[src/rtl/sha256_nonce_scheduler_if.sv]
// Bundle between the nonce scheduler, bitcoin_hash control and the SHA-256 core array.
// master = scheduler side, slave = control/core-array side.
interface sha256_nonce_scheduler_if #(
  parameter int NUM_CORES = 4
);
  logic                       start;
  logic [31:0]                nonce_base;
  logic                       busy;
  logic                       sweep_done;
  logic [NUM_CORES-1:0]       core_start;
  logic [NUM_CORES-1:0][31:0] core_nonce;
  logic [NUM_CORES-1:0]       core_done;
  logic [NUM_CORES-1:0][31:0] core_hash;
  logic                       res_valid;
  logic                       res_ready;
  logic [31:0]                res_nonce;
  logic [31:0]                res_hash;

  modport master (
    input  start, nonce_base, core_done, core_hash, res_ready,
    output busy, sweep_done, core_start, core_nonce, res_valid, res_nonce, res_hash
  );
  modport slave (
    output start, nonce_base, core_done, core_hash, res_ready,
    input  busy, sweep_done, core_start, core_nonce, res_valid, res_nonce, res_hash
  );
endinterface

[src/rtl/sha256_nonce_scheduler.sv]
// Nonce sweep scheduler: dispatches nonce_base..nonce_base+NUM_NONCES-1 over a pool of
// SHA-256 cores and returns each h0 word over a valid/ready result port.
module sha256_nonce_slot (
  input  logic        clk,
  input  logic        reset_n,
  input  logic        launch,
  input  logic [31:0] launch_nonce,
  input  logic        accept,
  input  logic        core_done,
  input  logic [31:0] core_hash,
  output logic        avail,
  output logic        hold,
  output logic        core_start,
  output logic [31:0] nonce,
  output logic [31:0] hash
);
  typedef enum logic [1:0] {C_FREE, C_LAUNCH, C_RUN, C_HOLD} slot_e;
  slot_e st, st_nx;
  logic  seen_busy;

  always_ff @(posedge clk or negedge reset_n)
    if (!reset_n) st <= C_FREE;
    else          st <= st_nx;

  always_comb begin
    st_nx = st;
    case (st)
      C_FREE:   if (launch) st_nx = C_LAUNCH;
      C_LAUNCH: st_nx = C_RUN;
      C_RUN:    if (seen_busy && core_done) st_nx = C_HOLD;
      C_HOLD:   if (accept) st_nx = launch ? C_LAUNCH : C_FREE;
      default:  st_nx = C_FREE;
    endcase
  end

  // A slot whose result is being accepted this cycle can take a new job immediately.
  assign avail      = (st == C_FREE) || (st == C_HOLD && accept);
  assign hold       = (st == C_HOLD);
  assign core_start = (st == C_LAUNCH);

  // core_done is still the idle level during launch, so completion needs a low first.
  always_ff @(posedge clk or negedge reset_n)
    if (!reset_n) begin
      seen_busy <= 1'b0;
      nonce     <= '0;
      hash      <= '0;
    end else begin
      if (launch && avail) nonce <= launch_nonce;
      if (st == C_LAUNCH)                seen_busy <= 1'b0;
      else if (st == C_RUN && !core_done) seen_busy <= 1'b1;
      if (st == C_RUN && seen_busy && core_done) hash <= core_hash;
    end
endmodule

module sha256_nonce_scheduler #(
  parameter int NUM_CORES  = 4,
  parameter int NUM_NONCES = 16
) (
  input logic                    clk,
  input logic                    reset_n,
  sha256_nonce_scheduler_if.master bus
);
  localparam int CW = $clog2(NUM_NONCES + 1);
  localparam int SW = (NUM_CORES > 1) ? $clog2(NUM_CORES) : 1;
  localparam logic [CW-1:0] N_ALL  = CW'(NUM_NONCES);
  localparam logic [CW-1:0] N_LAST = CW'(NUM_NONCES - 1);

  typedef enum logic [1:0] {S_IDLE, S_RUN, S_DONE} top_e;
  typedef struct packed {
    logic [31:0] nonce;
    logic [31:0] hash;
  } res_t;

  top_e                       state, state_nx;
  logic                       start_acc, busy, sweep_done;
  logic [31:0]                base_q, launch_nonce;
  logic [CW-1:0]              issue_cnt, result_cnt;
  logic                       dispatch_en, accept, grant_vld, res_valid;
  logic [NUM_CORES-1:0]       avail, hold, cand, launch, acc_vec, core_start_v;
  logic [NUM_CORES-1:0][31:0] slot_nonce, slot_hash;
  logic [SW-1:0]              res_slot, rr_ptr, grant;
  res_t                       res_q;
  int                         idx;

  always_ff @(posedge clk or negedge reset_n)
    if (!reset_n) state <= S_IDLE;
    else          state <= state_nx;

  always_comb begin
    state_nx   = state;
    start_acc  = 1'b0;
    busy       = 1'b0;
    sweep_done = 1'b0;
    case (state)
      S_IDLE: if (bus.start) begin
        start_acc = 1'b1;
        state_nx  = S_RUN;
      end
      S_RUN: begin
        busy = 1'b1;
        if (accept && result_cnt == N_LAST) state_nx = S_DONE;
      end
      S_DONE: begin
        sweep_done = 1'b1;
        state_nx   = S_IDLE;
      end
      default: state_nx = S_IDLE;
    endcase
  end

  // The first job launches on the start cycle itself so core_start follows start by one cycle.
  assign dispatch_en  = start_acc || (state == S_RUN && issue_cnt < N_ALL);
  assign launch_nonce = start_acc ? bus.nonce_base : base_q + 32'(issue_cnt);
  assign accept       = res_valid && bus.res_ready;

  always_comb begin
    launch  = '0;
    cand    = '0;
    acc_vec = '0;
    for (int i = 0; i < NUM_CORES; i++) begin
      if (dispatch_en && avail[i] && launch == '0) launch[i] = 1'b1;
      cand[i]    = hold[i] && !(res_valid && res_slot == SW'(i));
      acc_vec[i] = accept && res_slot == SW'(i);
    end
  end

  // Round-robin over pending results, starting just after the last grant.
  always_comb begin
    grant     = '0;
    grant_vld = 1'b0;
    idx       = 0;
    for (int k = 1; k <= NUM_CORES; k++) begin
      idx = int'(rr_ptr) + k;
      if (idx >= NUM_CORES) idx = idx - NUM_CORES;
      if (!grant_vld && cand[SW'(idx)]) begin
        grant_vld = 1'b1;
        grant     = SW'(idx);
      end
    end
  end

  for (genvar g = 0; g < NUM_CORES; g++) begin : g_slot
    sha256_nonce_slot u_slot (
      .clk          (clk),
      .reset_n      (reset_n),
      .launch       (launch[g]),
      .launch_nonce (launch_nonce),
      .accept       (acc_vec[g]),
      .core_done    (bus.core_done[g]),
      .core_hash    (bus.core_hash[g]),
      .avail        (avail[g]),
      .hold         (hold[g]),
      .core_start   (core_start_v[g]),
      .nonce        (slot_nonce[g]),
      .hash         (slot_hash[g])
    );
  end

  always_ff @(posedge clk or negedge reset_n)
    if (!reset_n) begin
      base_q     <= '0;
      issue_cnt  <= '0;
      result_cnt <= '0;
      res_valid  <= 1'b0;
      res_q      <= '0;
      res_slot   <= '0;
      rr_ptr     <= SW'(NUM_CORES - 1);
    end else begin
      if (start_acc) base_q <= bus.nonce_base;
      if (start_acc)    issue_cnt <= CW'(|launch);
      else if (|launch) issue_cnt <= issue_cnt + 1'b1;
      if (start_acc)   result_cnt <= '0;
      else if (accept) result_cnt <= result_cnt + 1'b1;
      // Presented data only changes when the port is empty or being drained.
      if (grant_vld && (!res_valid || bus.res_ready)) begin
        res_valid <= 1'b1;
        res_q     <= '{nonce: slot_nonce[grant], hash: slot_hash[grant]};
        res_slot  <= grant;
        rr_ptr    <= grant;
      end else if (accept) begin
        res_valid <= 1'b0;
      end
    end

  assign bus.busy       = busy;
  assign bus.sweep_done = sweep_done;
  assign bus.core_start = core_start_v;
  assign bus.core_nonce = slot_nonce;
  assign bus.res_valid  = res_valid;
  assign bus.res_nonce  = res_q.nonce;
  assign bus.res_hash   = res_q.hash;
endmodule

[src/flat_wrapper.sv]
// flat-port wrapper written by rule: the top's interface ports become plain ports
module sha256_nonce_scheduler_flat 
#(
  parameter int NUM_CORES  = 4,
  parameter int NUM_NONCES = 16
)
  (clk, reset_n, bus_start, bus_nonce_base, bus_core_done, bus_core_hash, bus_res_ready, bus_busy, bus_sweep_done, bus_core_start, bus_core_nonce, bus_res_valid, bus_res_nonce, bus_res_hash);
  sha256_nonce_scheduler_if #(.NUM_CORES(NUM_CORES)) bus_i ();
  input logic clk;
  input logic reset_n;
  input wire logic [$bits(bus_i.start)-1:0] bus_start;
  input wire logic [$bits(bus_i.nonce_base)-1:0] bus_nonce_base;
  input wire logic [$bits(bus_i.core_done)-1:0] bus_core_done;
  input wire logic [$bits(bus_i.core_hash)-1:0] bus_core_hash;
  input wire logic [$bits(bus_i.res_ready)-1:0] bus_res_ready;
  output wire logic [$bits(bus_i.busy)-1:0] bus_busy;
  output wire logic [$bits(bus_i.sweep_done)-1:0] bus_sweep_done;
  output wire logic [$bits(bus_i.core_start)-1:0] bus_core_start;
  output wire logic [$bits(bus_i.core_nonce)-1:0] bus_core_nonce;
  output wire logic [$bits(bus_i.res_valid)-1:0] bus_res_valid;
  output wire logic [$bits(bus_i.res_nonce)-1:0] bus_res_nonce;
  output wire logic [$bits(bus_i.res_hash)-1:0] bus_res_hash;
  assign bus_i.start = bus_start;
  assign bus_i.nonce_base = bus_nonce_base;
  assign bus_i.core_done = bus_core_done;
  assign bus_i.core_hash = bus_core_hash;
  assign bus_i.res_ready = bus_res_ready;
  assign bus_busy = bus_i.busy;
  assign bus_sweep_done = bus_i.sweep_done;
  assign bus_core_start = bus_i.core_start;
  assign bus_core_nonce = bus_i.core_nonce;
  assign bus_res_valid = bus_i.res_valid;
  assign bus_res_nonce = bus_i.res_nonce;
  assign bus_res_hash = bus_i.res_hash;
  sha256_nonce_scheduler #(.NUM_CORES(NUM_CORES), .NUM_NONCES(NUM_NONCES)) u_core (.clk(clk), .reset_n(reset_n), .bus(bus_i));
endmodule
[config.mk]
export PLATFORM = sky130hd
export DESIGN_NAME = sha256_nonce_scheduler_flat
export DESIGN_NICKNAME = d
export VERILOG_FILES = /design/src/rtl/sha256_nonce_scheduler_if.sv /design/src/rtl/sha256_nonce_scheduler.sv /design/src/flat_wrapper.sv
export SDC_FILE = /design/constraint.sdc
export NUM_CORES = 1
export LEC_CHECK = 0
export CORE_MARGIN = 8
export CORE_UTILIZATION = 45
export CTS_CLUSTER_SIZE = 40
export DETAILED_ROUTE_END_ITERATION = 16
export GPL_TIMING_DRIVEN = 0
export PLACE_DENSITY = 0.77
export SLEW_MARGIN = 10
export SYNTH_ARGS = -nofsm -noshare
export SYNTH_HDL_FRONTEND = slang
export SYNTH_SLANG_ARGS = --single-unit
[constraint.sdc]
create_clock -name clk -period 4.6 [get_ports clk]
set_input_delay 0.46 -clock clk [delete_from_list [all_inputs] [get_ports clk]]
set_output_delay 0.46 -clock clk [all_outputs]
set_load 0.05 [all_outputs]
==> out/results.txt, run 1 <==
Final-report hold violation count: 0. For the number of clock sinks seen by CTS, the log shows 381. TritonCTS built the clock tree. The number of global-route vias before repair was 14,556; the starting density of the core was 45.24%. Using the TritonRoute via totals, the vias-per-cell ratio works out to 5.662. Critical path endpoint category: a flip-flop. At the pin with the least slew margin, the transition time is 0.9828 ns. The maximum clock skew at final layout is 0.02614 ns, and the placer's final routability congestion estimate is 0.8989. The parity-gate share of the synthesized area counting xor and xnor cells came out at 1.614%. Number of clock buffers inserted by TritonCTS: 41. Dividing total power by cell area gives a power density of 925.2 nW/um^2.

The family of cells with the greatest summed delay on the critical path was compound AO/OA/AOI/OAI gates. The run gives 0 as the residual DRC count. The wire-length estimate of the detail-placed layout is 43,370 um.

The height of the die was 212.4 um; the clock transition at the registers of the reported paths was 0.06 ns. During placement, the flow inserted port buffers numbering 366. Critical-path maximum fanout: 10. Before antenna repair, the detailed router went through 7 iterations. The leakage power of the design is 10.63 nW, and the cell count of the worst reg-to-reg path is 10.

Of all flip-flops after synthesis, the portion carrying an async set or reset was 100.0%. The most numerous cell type found on the critical path is a21o_1. The first global-routing pass estimated 88,020 um of wire. The logs give 3,137 for the count of filler cells inserted in the layout and 25.59% for the global-route total usage across every layer. Counting along the longest clock path gives a buffer depth of 3.

Data on the critical path is required at its endpoint by 5.09 ns. The synthesized design contains 381 register bits. The logs give 262.8 MHz for the achievable clock frequency and 72 for the row count. Largest family of logic cells by synthesized area: multiplexers.

At the end of the flow, the number of nets in the layout was 2,107. Each instance of the synthesized netlist takes up on average 11.59 um^2. Synthesis handed over a netlist of 1,498 instances. Subtracting the final worst setup slack from the clock period gives 3.805 ns.

The count of unique library cells instantiated by Yosys is 67. The tree is rooted in a clkbuf_16. In this run the standard cell core region covers 38,380 um^2. Sequential elements use 54.93% of the synthesized area. Counting buffers and inverters, the worst setup path is 10 cells deep. The run finished with clean final reports. The clock tree synthesis step divided the H-tree into 2 levels. The run gives 13,986 as the routed via count.

The cell taking the most area after synthesis is dfrtp_1. The quantity of gates resized following cts was 0. For this run, the leading register cell type out of synthesis is dfrtp_1.

Simple-gate share of the synthesized area: 9.967%. In this run the worst hold path is classified as in2async. The logs give 0.3880 ns for the post-route worst hold slack and 21.46 mW for the final total power.

The critical path is of the reg2reg type. The internal reg-to-reg setup slack is 0.79 ns. In the final layout, flip-flops and latches occupy 9537 um^2. After clock tree synthesis, the setup repair step added 0 buffers.

The number of buffer and inverter stages on the critical path was 1. The cell type of the slowest stage on the worst timing path is o21ai_0. The total detailed-routing wirelength is 58,910 um, and the number of top-level pins is 367. The detail-routed net length per standard cell is 23.85 um. On the worst path, the slowest cell contributes a delay of 0.72 ns. The arithmetic-cell share of the synthesized area counting full adders, half adders and majority gates is 1.917%, and the detailed router's first-iteration violation count is 1,330.

The worst pin sits at a relative slew slack of 34.48%. IR analysis of the VDD net gives a maximum drop of 544.5 uV. The number of nets handed over by synthesis was 1,692. The initial antenna violation count is 11. The utilization after layout came out at 60.45%.

The final period utilization is 82.72%. Setup repair after global routing left no endpoint under its margin. Setup violations remaining at the end of the flow were counted as 0. Entering global routing, the biggest net connects 98 pins. In the final layout, the multi-input gates occupy 7277 um^2.

The share of cells above drive strength 1 is 14.83%. The synthesis-to-layout area growth was 33.62%. For the count of pins over their slew limit, the log shows 0. The run gives 0 as the number of antenna-violating nets in the routed design. Yosys attributes the largest share of cell area to dfrtp_1 (55%), mux2_2 (11%), mux2i_1 (7.8%). Yosys mapped a number of flops with a built-in enable equal to 0.

The worst setup path is launched from a flip-flop. The floorplan step set the die width to 212.4 um. For the hold buffer count at cts, the log shows 1.

Yosys printed 0 warnings. The portion of netlist area occupied by mux cells was 18.80%; the reported max-cap violation count was 0. The critical path arrival came out at 4.29 ns. The insertion delay of the later-clocked pin in the worst-skew pair came out at 0.57 ns.

The cell area that synthesis handed to floorplanning was 17,360 um^2. The full die area is 45,120 um^2, and the fraction of the mapped netlist area in compound gates is 9.614%. The synthesized design devotes to its leading area cell type 54.63% of total area. The signal on the critical path passes through ha_1 > fa_1 > a21o_1 > a21o_1 > a21oi_1 > clkbuf_1 > nor3_1 > xnor2_1 > o21ai_0 > mux2_2. The total congestion overflow came out at 0.
==> logic make-up (layout without fill, tap and decap cells) <==
| family | after synthesis | in the layout |
|---|---|---|
| mux | 305 | 305 |
| simple gates | 394 | 394 |
| flops | 381 | 381 |
| xor+xnor | 32 | 32 |
| other cells | 0 | 10 |
| buf+inv | 114 | 558 |
| compound gates | 246 | 246 |
| fa+ha+maj | 26 | 26 |
==> worst register-to-register path, stage by stage, from the launching register on <==
cell and delay [ns]:
dfrtp_1 0.42, ha_1 0.26, fa_1 0.42, a21o_1 0.20, a21o_1 0.19, a21oi_1 0.34, clkbuf_1 0.61, nor3_1 0.14
xnor2_1 0.15, o21ai_0 0.72, mux2_2 0.30
==> layout make-up <==
| cell class | count | area share [%] |
|---|---|---|
| Multi-Input combinational cell | 1003 | 31.37 |
| Clock buffer | 62 | 5.415 |
| Antenna cell | 10 | 0.1079 |
| Buffer | 97 | 2.087 |
| Tap cell | 518 | 2.794 |
| Inverter | 17 | 0.2751 |
| Clock inverter | 10 | 0.4800 |
| Timing Repair Buffer | 372 | 16.36 |
| Sequential cell | 381 | 41.11 |
==> where the power goes <==
| part | switching [mW] | leakage [nW] | internal (mW) | total [mW] |
|---|---|---|---|---|
| logic | 7.62 | 5.20 | 4.40 | 12.0 |
| registers | 1.17 | 4.76 | 4.93 | 6.10 |
| clock network | 1.39 | 0.675 | 1.95 | 3.34 |
| total | 10.2 | 10.6 | 11.3 | 21.5 |
==> cells in the final DEF, fill, tap and decap left out, types with 4 or more instances in the layout <==
| cell type | Yosys | final |
|---|---|---|
| buf_4 | 4 | 5 |
| mux2i_1 | 136 | 136 |
| clkbuf_16 | 0 | 42 |
| buf_1 | 16 | 16 |
| diode_2 | 0 | 10 |
| inv_1 | 17 | 17 |
| clkdlybuf4s50_1 | 0 | 365 |
| nand2_1 | 282 | 282 |
| a31oi_1 | 8 | 8 |
| mux2_2 | 169 | 169 |
| a21o_1 | 5 | 5 |
| a21oi_1 | 18 | 18 |
| nand4_1 | 4 | 4 |
| nor2_1 | 44 | 44 |
| clkbuf_8 | 0 | 13 |
| dfrtp_1 | 379 | 379 |
| nand3_1 | 13 | 13 |
| o221ai_1 | 66 | 66 |
| nor2b_1 | 6 | 6 |
| buf_16 | 0 | 4 |
| nand2b_1 | 5 | 5 |
| clkinv_2 | 0 | 4 |
| buf_6 | 12 | 12 |
| o21ai_0 | 89 | 89 |
| a21boi_0 | 7 | 7 |
| o31ai_1 | 15 | 15 |
| a211oi_1 | 4 | 4 |
| o21ai_1 | 6 | 6 |
| buf_2 | 12 | 12 |
| nor3_1 | 6 | 6 |
| xnor2_1 | 16 | 16 |
| ha_1 | 25 | 25 |
| clkbuf_1 | 53 | 60 |
| xor2_1 | 16 | 16 |
==> Yosys cell counts, types with 7 or more instances <==
cell type	number
dfrtp_1	379
clkbuf_1	53
nor2_1	44
ha_1	25
a21oi_1	18
o21ai_0	89
buf_1	16
inv_1	17
xnor2_1	16
buf_6	12
a31oi_1	8
buf_2	12
o31ai_1	15
nand3_1	13
o221ai_1	66
xor2_1	16
mux2i_1	136
a21boi_0	7
mux2_2	169
nand2_1	282
==> through the flow <==
step / setup TNS, ns / worst slack [ns] / cells / instance area [um^2]
after floorplan: 0 / 1.817 / 1498 / 17360
after global placement: -5047.16 / -13.33 / 2382 / 21670
after detailed placement: 0 / 0.8779 / 2387 / 21800
after CTS: 0 / 0.8668 / 2460 / 23170
after global routing: 0 / 0.6233 / 2470 / 23200
final: 0 / 0.7948 / 2470 / 23200
==> flip-flops by register name, summed over array words and instances, names as in the netlist <==
name / flops
u_core.g_slot.u_slot.hash: 128
u_core.g_slot.u_slot.nonce: 128
u_core.base_q: 32
u_core.bus.res_hash: 32
u_core.bus.res_nonce: 32
u_core.g_slot.u_slot.st: 8
u_core.issue_cnt: 5
u_core.result_cnt: 5
u_core.g_slot.u_slot.seen_busy: 4
u_core.res_slot: 2
u_core.rr_ptr: 2
u_core.state: 2
u_core.bus.res_valid: 1
==> metal layers <==
| layer | part of all wire [%] | vias to the layer above | GRT usage, % |
|---|---|---|---|
| met5 | 0.022 | - | 0 |
| met4 | 4.8 | 2 | 13.30 |
| met3 | 7.4 | 149 | 5.572 |
| met2 | 47 | 620 | 41.02 |
| met1 | 40 | 7062 | 32.34 |
| li1 | - | 6153 | - |
==> final timing paths <==
| kind | startpoint | end |
|---|---|---|
| worst max-delay path | u_core.issue_cnt[0]$_DFFE_PN0P_ | u_core.g_slot[3].u_slot.nonce[24]$_DFFE_PN0P_ |
| worst min-delay path | reset_n | u_core.bus.res_nonce[7]$_DFFE_PN0P_ |
| worst max register to register | u_core.issue_cnt[0]$_DFFE_PN0P_ | u_core.g_slot[3].u_slot.nonce[24]$_DFFE_PN0P_ |
| worst min register to register | u_core.bus.res_hash[23]$_DFFE_PN0P_ | u_core.bus.res_hash[23]$_DFFE_PN0P_ |
| max in group asynchronous | reset_n | u_core.g_slot[2].u_slot.hash[11]$_DFFE_PN0P_ |
| min in group clk | bus_nonce_base[5] | u_core.base_q[5]$_DFFE_PN0P_ |
Power figures use the tool's default switching activity.
==> run 2, diff against run 1 <==
==> constraint.sdc (replaced) <==
create_clock -name clk -period 3.7 [get_ports clk]
set_input_delay 0.37 -clock clk [delete_from_list [all_inputs] [get_ports clk]]
set_output_delay 0.37 -clock clk [all_outputs]
set_load 0.05 [all_outputs]
==> run 2 against run 1 <==
  * Clock skew about the same
  * Total power increased by 24%
  * Critical endpoint is now u_core.g_slot[2].u_slot.nonce[21]$_DFFE_PN0P_
  * Highest routed layer unchanged
  * Utilization about the same
  * Register-to-register slack got worse by 0.52 ns
  * Setup slack got worse by 0.52 ns
  * Sequential share of layout area about the same
  * Via count about the same
  * Fmax increased by 11%
  * Final cell count unchanged
==> out/results.txt, run 2 (synthesis gave the netlist of run 1 again) <==
The final non-filler cell total came out at 2,470 (unchanged). The critical path endpoint category is a flip-flop. Capturing point of the worst reg2reg path: u_core.g_slot[2].u_slot.nonce[21]$_DFFE_PN0P_. TritonCTS built the clock tree. The logs give 0 (unchanged) for the total congestion overflow and 2 (unchanged) for the H-tree level count.

For the number of top-level pins, the log shows 367 (unchanged). In the layout the commonest cells are dfrtp_1 (379), clkdlybuf4s50_1 (365), nand2_1 (282). The final total power is 26.69 mW (+24%), and the half-perimeter wire length of the detailed placement result is 43,370 um (unchanged).

The logs give 0 (unchanged) for the residual DRC count and 35.54% (+1.1 points) for the worst slew margin relative to its limit. The total detailed-routing wirelength came out at 58,950 um (about the same). For the global-route total usage across every layer, the log shows 25.59% (unchanged).

The clock root buffer master is clkbuf_16. The pin slew with the least headroom to its limit came out at 0.9669 ns (-0.01589 ns). The sequential fraction of design power is 28.4% (about the same), and the clock transition at the registers of the reported paths is 0.06 ns (about the same).

The maximum number of pins on one net before global-route repair was 98 (unchanged); the cell count of the worst reg-to-reg path was 9 (-1). The full die area is 45,120 um^2 (unchanged), and the final-report hold violation count is 0 (unchanged). The post-CTS repair timing setup buffer count came out at 0 (unchanged). The number of antenna-violating nets in the routed design is 0 (unchanged). The quantity of I/O buffers inserted on ports is 366 (unchanged), and the cell total after placement is 2,387 (unchanged). The final worst-path setup slack was 0.2710 ns (-0.5239 ns). The worst setup path category was reg2reg. The tools report the sum of negative setup slack as 0 ns (unchanged). The classification of the worst-slack hold path is in2async. The starting density of the core is 45.24% (unchanged), and the number of clock sinks seen by CTS is 381 (unchanged). The detail-routed net length per standard cell is 23.87 um (about the same). Power share of the combinational group: 56.0% (about the same). The startpoint identified for the worst register-to-register timing path is u_core.issue_cnt[1]$_DFFE_PN0P_.

The power spent charging and discharging nets came out at 12.66 mW (+24%). The deepest clock path buffer count was 3 (unchanged); the post-placement setup slack was -0.02205 ns (-0.9000 ns). The reported max-cap violation count was 0 (unchanged); the placement-stage cell area was 21,800 um^2 (unchanged). Placer's final routability congestion estimate: 0.8989 (unchanged).

The layout net count was 2,107 (unchanged); the final period utilization was 92.68% (+10 points). The tools report the initial antenna violation count as 11 (unchanged). The logs give 1,339 (+0.68%) for the detailed router's first-iteration violation count and 0.02589 ns (-0.0002445 ns) for the maximum clock skew at final layout.

The share of cells above drive strength 1 was 14.93% (+0.10 points); the utilization after layout was 60.46% (about the same). The tools report the post-layout instance area as 23,200 um^2 (about the same). The critical-path maximum fanout works out to 10 (unchanged).

The switching power as a share of total power is 47.42% (about the same), and the horizontal die dimension is 212.4 um (unchanged). The post-route worst hold slack is 0.2957 ns (-0.09231 ns), and the ratio of routed vias to standard cells is 5.663 (about the same). The insertion delay of the later-clocked pin in the worst-skew pair was 0.57 ns (about the same). For the detailed-router iteration count before antenna repair, the log shows 5 (-2). The most frequent standard cell in the layout excluding fill and tap cells is dfrtp_1. The critical path arrival was 3.84 ns (-0.45 ns); the clock power share was 15.6% (about the same). For the core outline area, the log shows 38,380 um^2 (unchanged). Setup repair after global routing left no endpoint under its margin. The internal power summed over all cells is 14.03 mW (+24%), and the routed via count is 13,987 (+0.0072%). The internal reg-to-reg setup slack was 0.27 ns (-0.52 ns). The highest ir drop seen on vdd is 677.3 uV (+24%).

The setup violation total in the final timing report came out at 0 (unchanged). Final critical path time including I/O delays and setup: 3.429 ns (-0.3761 ns). STA classifies the critical path startpoint as a flip-flop.

The run finished with clean final reports. In the final layout, the registers with the most flip-flops are u_core.g_slot.u_slot.hash: 128 flops, u_core.g_slot.u_slot.nonce: 128 flops. Synthesis-to-layout area growth: 33.63% (about the same).

The number of global-route vias before repair was 14,556 (unchanged). The leakage power of the design was 10.64 nW (about the same). For the first-pass GRT wire length, the log shows 88,020 um (unchanged).

The tools report the number of clock buffers inserted by TritonCTS as 41 (unchanged). The row count came out at 72 (unchanged). The height of the die was 212.4 um (unchanged); the required time of the worst setup path was 4.11 ns (-0.98 ns). The count of pins over their slew limit is 0 (unchanged), and the achievable clock frequency is 291.6 MHz (+11%).

Total power density per cell area: 1150 nW/um^2 (+24%).
## run 2: cell counts in the layout (fill, tap and decap cells not counted)
Identical to the previous run, type by type.
## run 2: worst max path at each step
stage                                          start                                            end  slack, ns  depth (start not counted)
floorplan            u_core.issue_cnt[0]$_DFFE_PN0P_  u_core.g_slot[1].u_slot.nonce[10]$_DFFE_PN0P_       0.92                         10
global placement                             reset_n   u_core.g_slot[0].u_slot.hash[15]$_DFFE_PN0P_     -14.14                          1
detailed placement   u_core.issue_cnt[0]$_DFFE_PN0P_  u_core.g_slot[3].u_slot.nonce[24]$_DFFE_PN0P_      -0.02                         10
CTS                 u_core.bus.res_valid$_DFFE_PN0P_            u_core.bus.res_hash[19]$_DFFE_PN0P_       0.07                          8
global route         u_core.issue_cnt[1]$_DFFE_PN0P_  u_core.g_slot[3].u_slot.nonce[21]$_DFFE_PN0P_       0.04                          9
finish               u_core.issue_cnt[1]$_DFFE_PN0P_  u_core.g_slot[2].u_slot.nonce[21]$_DFFE_PN0P_       0.27                          9
## run 2: repair_timing
action,CTS,global route
endpoints found under the hold margin,47,0
resized for setup,1,5
endpoints found under the setup margin,4,18
hold buffers,1,0
## run 2: critical path, stage by stage, from the launching register on
cell      delay [ns]
dfrtp_1         0.46
ha_1            0.34
a211oi_1        0.30
o21bai_1        0.12
a21oi_1         0.54
clkbuf_1        0.54
nor3_1          0.15
xor2_1          0.17
mux2i_1         0.49
o21ai_0         0.18
## run 2: power by group through the flow
stage,Sequential [mW],Combinational [mW],Clock [mW]
floorplan,10.2,6.97,0
global placement,7.49,14.5,0
detailed placement,7.58,14.8,0
CTS,7.53,14.9,4.22
global route,7.77,15.8,4.39
finish,7.58,15.0,4.16
## run 2: per-layer routing
layer,track usage [%],share of wire (%)
met1,32.34,40
met2,41.02,47
met3,5.572,7.6
met4,13.30,4.8
met5,0,0.022
## run 2: cell type report
cell class	instances	area, um^2
fillers	3139	15180
well taps	518	648.1
clock inverters	10	111.4
multi-input cells	1003	7277
inverters	17	63.81
diodes	10	25.02
flip-flops and latches	381	9537
plain buffers	97	486.7
clock buffers	62	1256
repair buffers	372	3796
==> run 3, diff against run 2 <==
--- a/config.mk
+++ b/config.mk
@@ -9,9 +9,12 @@
 export CORE_UTILIZATION = 45
 export CTS_CLUSTER_SIZE = 40
 export DETAILED_ROUTE_END_ITERATION = 16
+export DONT_BUFFER_PORTS = 1
 export GPL_TIMING_DRIVEN = 0
-export PLACE_DENSITY = 0.77
+export PLACE_DENSITY = 0.65
+export SKIP_LAST_GASP = 1
 export SLEW_MARGIN = 10
 export SYNTH_ARGS = -nofsm -noshare
 export SYNTH_HDL_FRONTEND = slang
+export SYNTH_HIERARCHICAL = 1
 export SYNTH_SLANG_ARGS = --single-unit
==> run 3 against run 2 <==
  * The flow now finishes with violations (negative hold slack)
  * Register-to-register slack worse by 0.05 ns
  * Sequential share of layout area is 3.4 points higher
  * Count of clock-buffer cells in the layout is 4 lower
  * Critical path type unchanged
  * Via count is 11% lower
  * First-iteration DRC count is 34% lower
==> out/results.txt, run 3 <==
The run gives 1,803 (-14%) as the layout net count. Counting instances in the post-synthesis netlist gives the leading cell types as dfrtp_1 (379), mux2_2 (256), mux2i_1 (136), nand2_1 (129), nor2_1 (91). The clock transition at the registers of the reported paths was 0.06 ns (about the same); the starting density of the core was 45.21% (about the same).

The run gives 0 (unchanged) as the residual DRC count. The number of top-level pins came out at 367 (unchanged). The core outline area was 39,460 um^2 (+2.8%).

The share of synthesized registers carrying an async set or reset was 100.0% (unchanged); the post-CTS repair timing setup buffer count was 0 (unchanged). The run gives 3 (unchanged) as the deepest clock path buffer count. The run gives 381 (unchanged) as the number of clock sinks seen by CTS. The critical path goes through ha_1 > fa_1 > a21oi_1 > o21bai_1 > a21oi_1 > clkbuf_1 > nor3_1 > xnor2_1 > o21ai_0 > mux2_2.

The logs give 1,920 (-20%) for the cell total after placement and 46,270 um^2 (+2.6%) for the full die area. The logs give 6 (+6) for the number of warnings issued by yosys and 40,170 um (-7.4%) for the half-perimeter wire length of the detailed placement result. The post-route worst hold slack was -0.4961 ns (-0.7918 ns); the average cell area after synthesis was 12.79 um^2 (+10%).

For the count of filler cells inserted in the layout, the log shows 3,297 (+5.0%). The H-tree level count is 2 (unchanged), and the insertion delay of the later-clocked pin in the worst-skew pair is 0.57 ns (about the same). The row count is 73 (+1.4%), and the final critical path time including I/O delays and setup is 3.477 ns (+0.04777 ns). The hold buffer count at cts was 163 (+162); the global-route total usage across every layer was 24.04% (-1.6 points).

The ratio of routed vias to standard cells was 5.745 (+1.5%); the quantity of I/O buffers inserted on ports was 0 (-100%). The portion of synthesized cell area occupied by the leading cell type works out to 53.16% (-1.5 points). The synthesized instance count was 1,395 (-6.9%); the number of buffer and inverter stages on the critical path was 1 (unchanged). The required time of the worst setup path was 4.20 ns (+0.09 ns).

The pin slew with the least headroom to its limit was 1.090 ns (+0.1226 ns); the critical path arrival was 3.98 ns (+0.14 ns). The flow ran to the end, but the final reports show violations. The reported max-cap violation count is 0 (unchanged), and the worst stage delay on the critical path is 0.56 ns (+0.02 ns). The count of unique library cells instantiated by Yosys is 62 (-7.5%), and the critical-path maximum fanout is 10 (unchanged). The tools report the maximum clock skew at final layout as 0.02851 ns (+0.002618 ns). The most used flip-flop cell after synthesis is dfrtp_1.

In the post-synthesis netlist, the cell with the most instances is dfrtp_1. Synthesis-to-layout area growth: 20.06%. In the final layout, the registers with the most flip-flops are u_core/g_slot.u_slot/hash: 128 flops, u_core/g_slot.u_slot/nonce: 128 flops. The most frequent standard cell in the layout excluding fill and tap cells is dfrtp_1.

The height of the die works out to 215.1 um (+1.3%). The critical path endpoint category is a flip-flop. For the worst slew margin relative to its limit, the log shows 27.21% (-8.3 points). The number of synthesized register bits came out at 381 (unchanged).

Worst setup path category: reg2reg. Setup repair after global routing left no endpoint under its margin. The cell type with the highest occurrence count on the critical path is a21oi_1. The net count of the mapped netlist is 1,596 (-5.7%), and the final period utilization is 93.97% (+1.3 points). The number of enable flip-flop cells after synthesis was 0 (unchanged).

The first-pass GRT wire length was 85,280 um (-3.1%). The detailed router's first-iteration violation count came out at 883 (-34%). Classification of the worst-slack hold path: in2async. The placer's final routability congestion estimate was 0.8919 (-0.78%).

The sequential element share of the synthesized area is 53.45% (-1.5 points), and the number of clock buffers inserted by TritonCTS is 42 (+2.4%). TritonCTS built the clock tree. The checks that failed: negative hold slack.

The tree is rooted in a clkbuf_16. The initial antenna violation count is 3 (-8), and the horizontal die dimension is 215.1 um (+1.3%). The worst setup path is launched from a flip-flop. Sorting the synthesized cells by area gives the leading types as dfrtp_1 (53%), mux2_2 (16%), mux2i_1 (7.6%). The detail-routed net length per standard cell is 26.45 um (+11%), and the routed via count is 12,393 (-11%).

The number of antenna-violating nets in the routed design was 0 (unchanged). The tools report the setup violation total in the final timing report as 0 (unchanged). The cell taking the most area after synthesis is dfrtp_1. Leaving out fill and tap cells, the most frequent cells in the layout are dfrtp_1 (379), mux2_2 (256), dlygate4sd3_1 (163).

Sum of negative setup slack: 0 ns (unchanged). The total congestion overflow is 0 (unchanged). The final-report hold violation count was 381 (+381); the achievable clock frequency was 287.6 MHz (-1.4%). The detailed-router iteration count before antenna repair was 5 (unchanged). Broken down by cell family, the worst path's largest delay share belongs to compound AO/OA/AOI/OAI gates. The mapped cell area came out at 17,840 um^2 (+2.8%). For this design, the slowest cell found on the critical path is o21ai_0. Count of pins over their slew limit: 0 (unchanged). The final non-filler cell total is 2,157 (-13%), and the number of global-route vias before repair is 13,116 (-9.9%).

The share of cells above drive strength 1 was 25.89% (+11 points); the total detailed-routing wirelength was 57,050 um (-3.2%). Maximum number of pins on one net before global-route repair: 382 (+290%).
==> run 3: cell types whose count changed in the layout (fill, tap and decap cells not counted), sizes merged, moves of 10 or more <==
cell	delta
mux2	+92
dlygate4sd3	+162
o21ai	-67
clkbuf	-35
clkdlybuf4s50	-365
o221ai	-66
nand2	-153
nor2	+49
o31ai	-10
a221oi	+64
==> run 3: worst register-to-register path, delay by kind of cell (launching register included) <==
kind            cells  cell delay, ns
simple gates        1            0.15
fa+ha+maj           2            0.65
buf+inv             1            0.51
mux                 1            0.27
compound gates      4            1.27
xor+xnor            1            0.15
flops               1            0.42
==> run 3: final cells by class <==
cell class,count,area (um^2),area share (%)
sequential,381,9537,44.52
multi-input combinational,908,7650,35.71
timing repair buffer,163,1632,7.617
clock buffer,58,1162,5.426
tap,525,656.9,3.067
buffer,80,563.0,2.629
clock inverter,14,117.6,0.5491
inverter,26,97.59,0.4556
antenna,2,5.005,0.02336
==> run 3: path summary, 6_finish.rpt <==
| kind | from | endpoint | slack, ns | cells after the start |
|---|---|---|---|---|
| max reg2reg | u_core/issue_cnt[0]$_DFFE_PN0P_ | u_core/g_slot[2].u_slot/nonce[16]$_DFFE_PN0P_ | 0.22 | 10 |
| min in group clk | bus_res_ready | u_core/bus.res_valid$_DFFE_PN0P_ | 0.03 | 2 |
| max in group asynchronous | reset_n | u_core/base_q[28]$_DFFE_PN0N_ | 3.46 | 0 |
| max | u_core/issue_cnt[0]$_DFFE_PN0P_ | u_core/g_slot[2].u_slot/nonce[16]$_DFFE_PN0P_ | 0.22 | 10 |
| min | reset_n | u_core/g_slot[1].u_slot/hash[8]$_DFFE_PN0P_ | -0.50 | 0 |
| min reg2reg | u_core/base_q[2]$_DFFE_PN0N_ | u_core/base_q[2]$_DFFE_PN0N_ | 0.49 | 2 |
==> run 3: routing by layer <==
metal / vias to the layer above / wire length (um) / global-route usage (%) / share of wire [%]
met3: 108 / 5277 / 8.160 / 9.2
met1: 6379 / 22800 / 29.25 / 40
met5: - / 0 / 0 / 0
met4: 0 / 1851 / 8.443 / 3.2
met2: 488 / 27130 / 39.52 / 48
li1: 5418 / - / - / -
==> run 3: through the flow <==
step / setup WS [ns] / utilization (%) / hold slack [ns] / area [um^2]
floorplan: 0.8465 / - / 0.07441 / 17840
global placement: 0.2196 / 46.88 / 0.08588 / 18500
detailed placement: 0.2392 / 46.88 / 0.08724 / 18500
CTS: 0.2229 / 54.26 / -0.5171 / 21410
global route: 0.001072 / 54.29 / -0.5153 / 21420
finish: 0.2232 / 54.29 / -0.4961 / 21420
==> run 3: kinds of logic (layout without fill, tap and decap cells) <==
logic type,Yosys count,in the layout,share of synthesized area [%]
other,0,2,0
adder cells (fa/ha/maj),33,33,2.356
XOR/XNOR,31,31,1.522
multiplexers,397,397,24.10
AND/OR/NAND/NOR,298,298,7.771
AO/OA/AOI/OAI,149,149,7.090
buffers and inverters,106,341,3.703
flip-flops,381,381,53.45
==> run 3: repair_timing <==
| action | CTS | global route |
|---|---|---|
| resized for setup | 0 | 1 |
| endpoints found under the hold margin | 544 | 381 |
| endpoints found under the setup margin | 0 | 5 |
Power of run 3 is not shown: default switching activity piles up to over one toggle a cycle in this logic, so the estimate is an artifact.
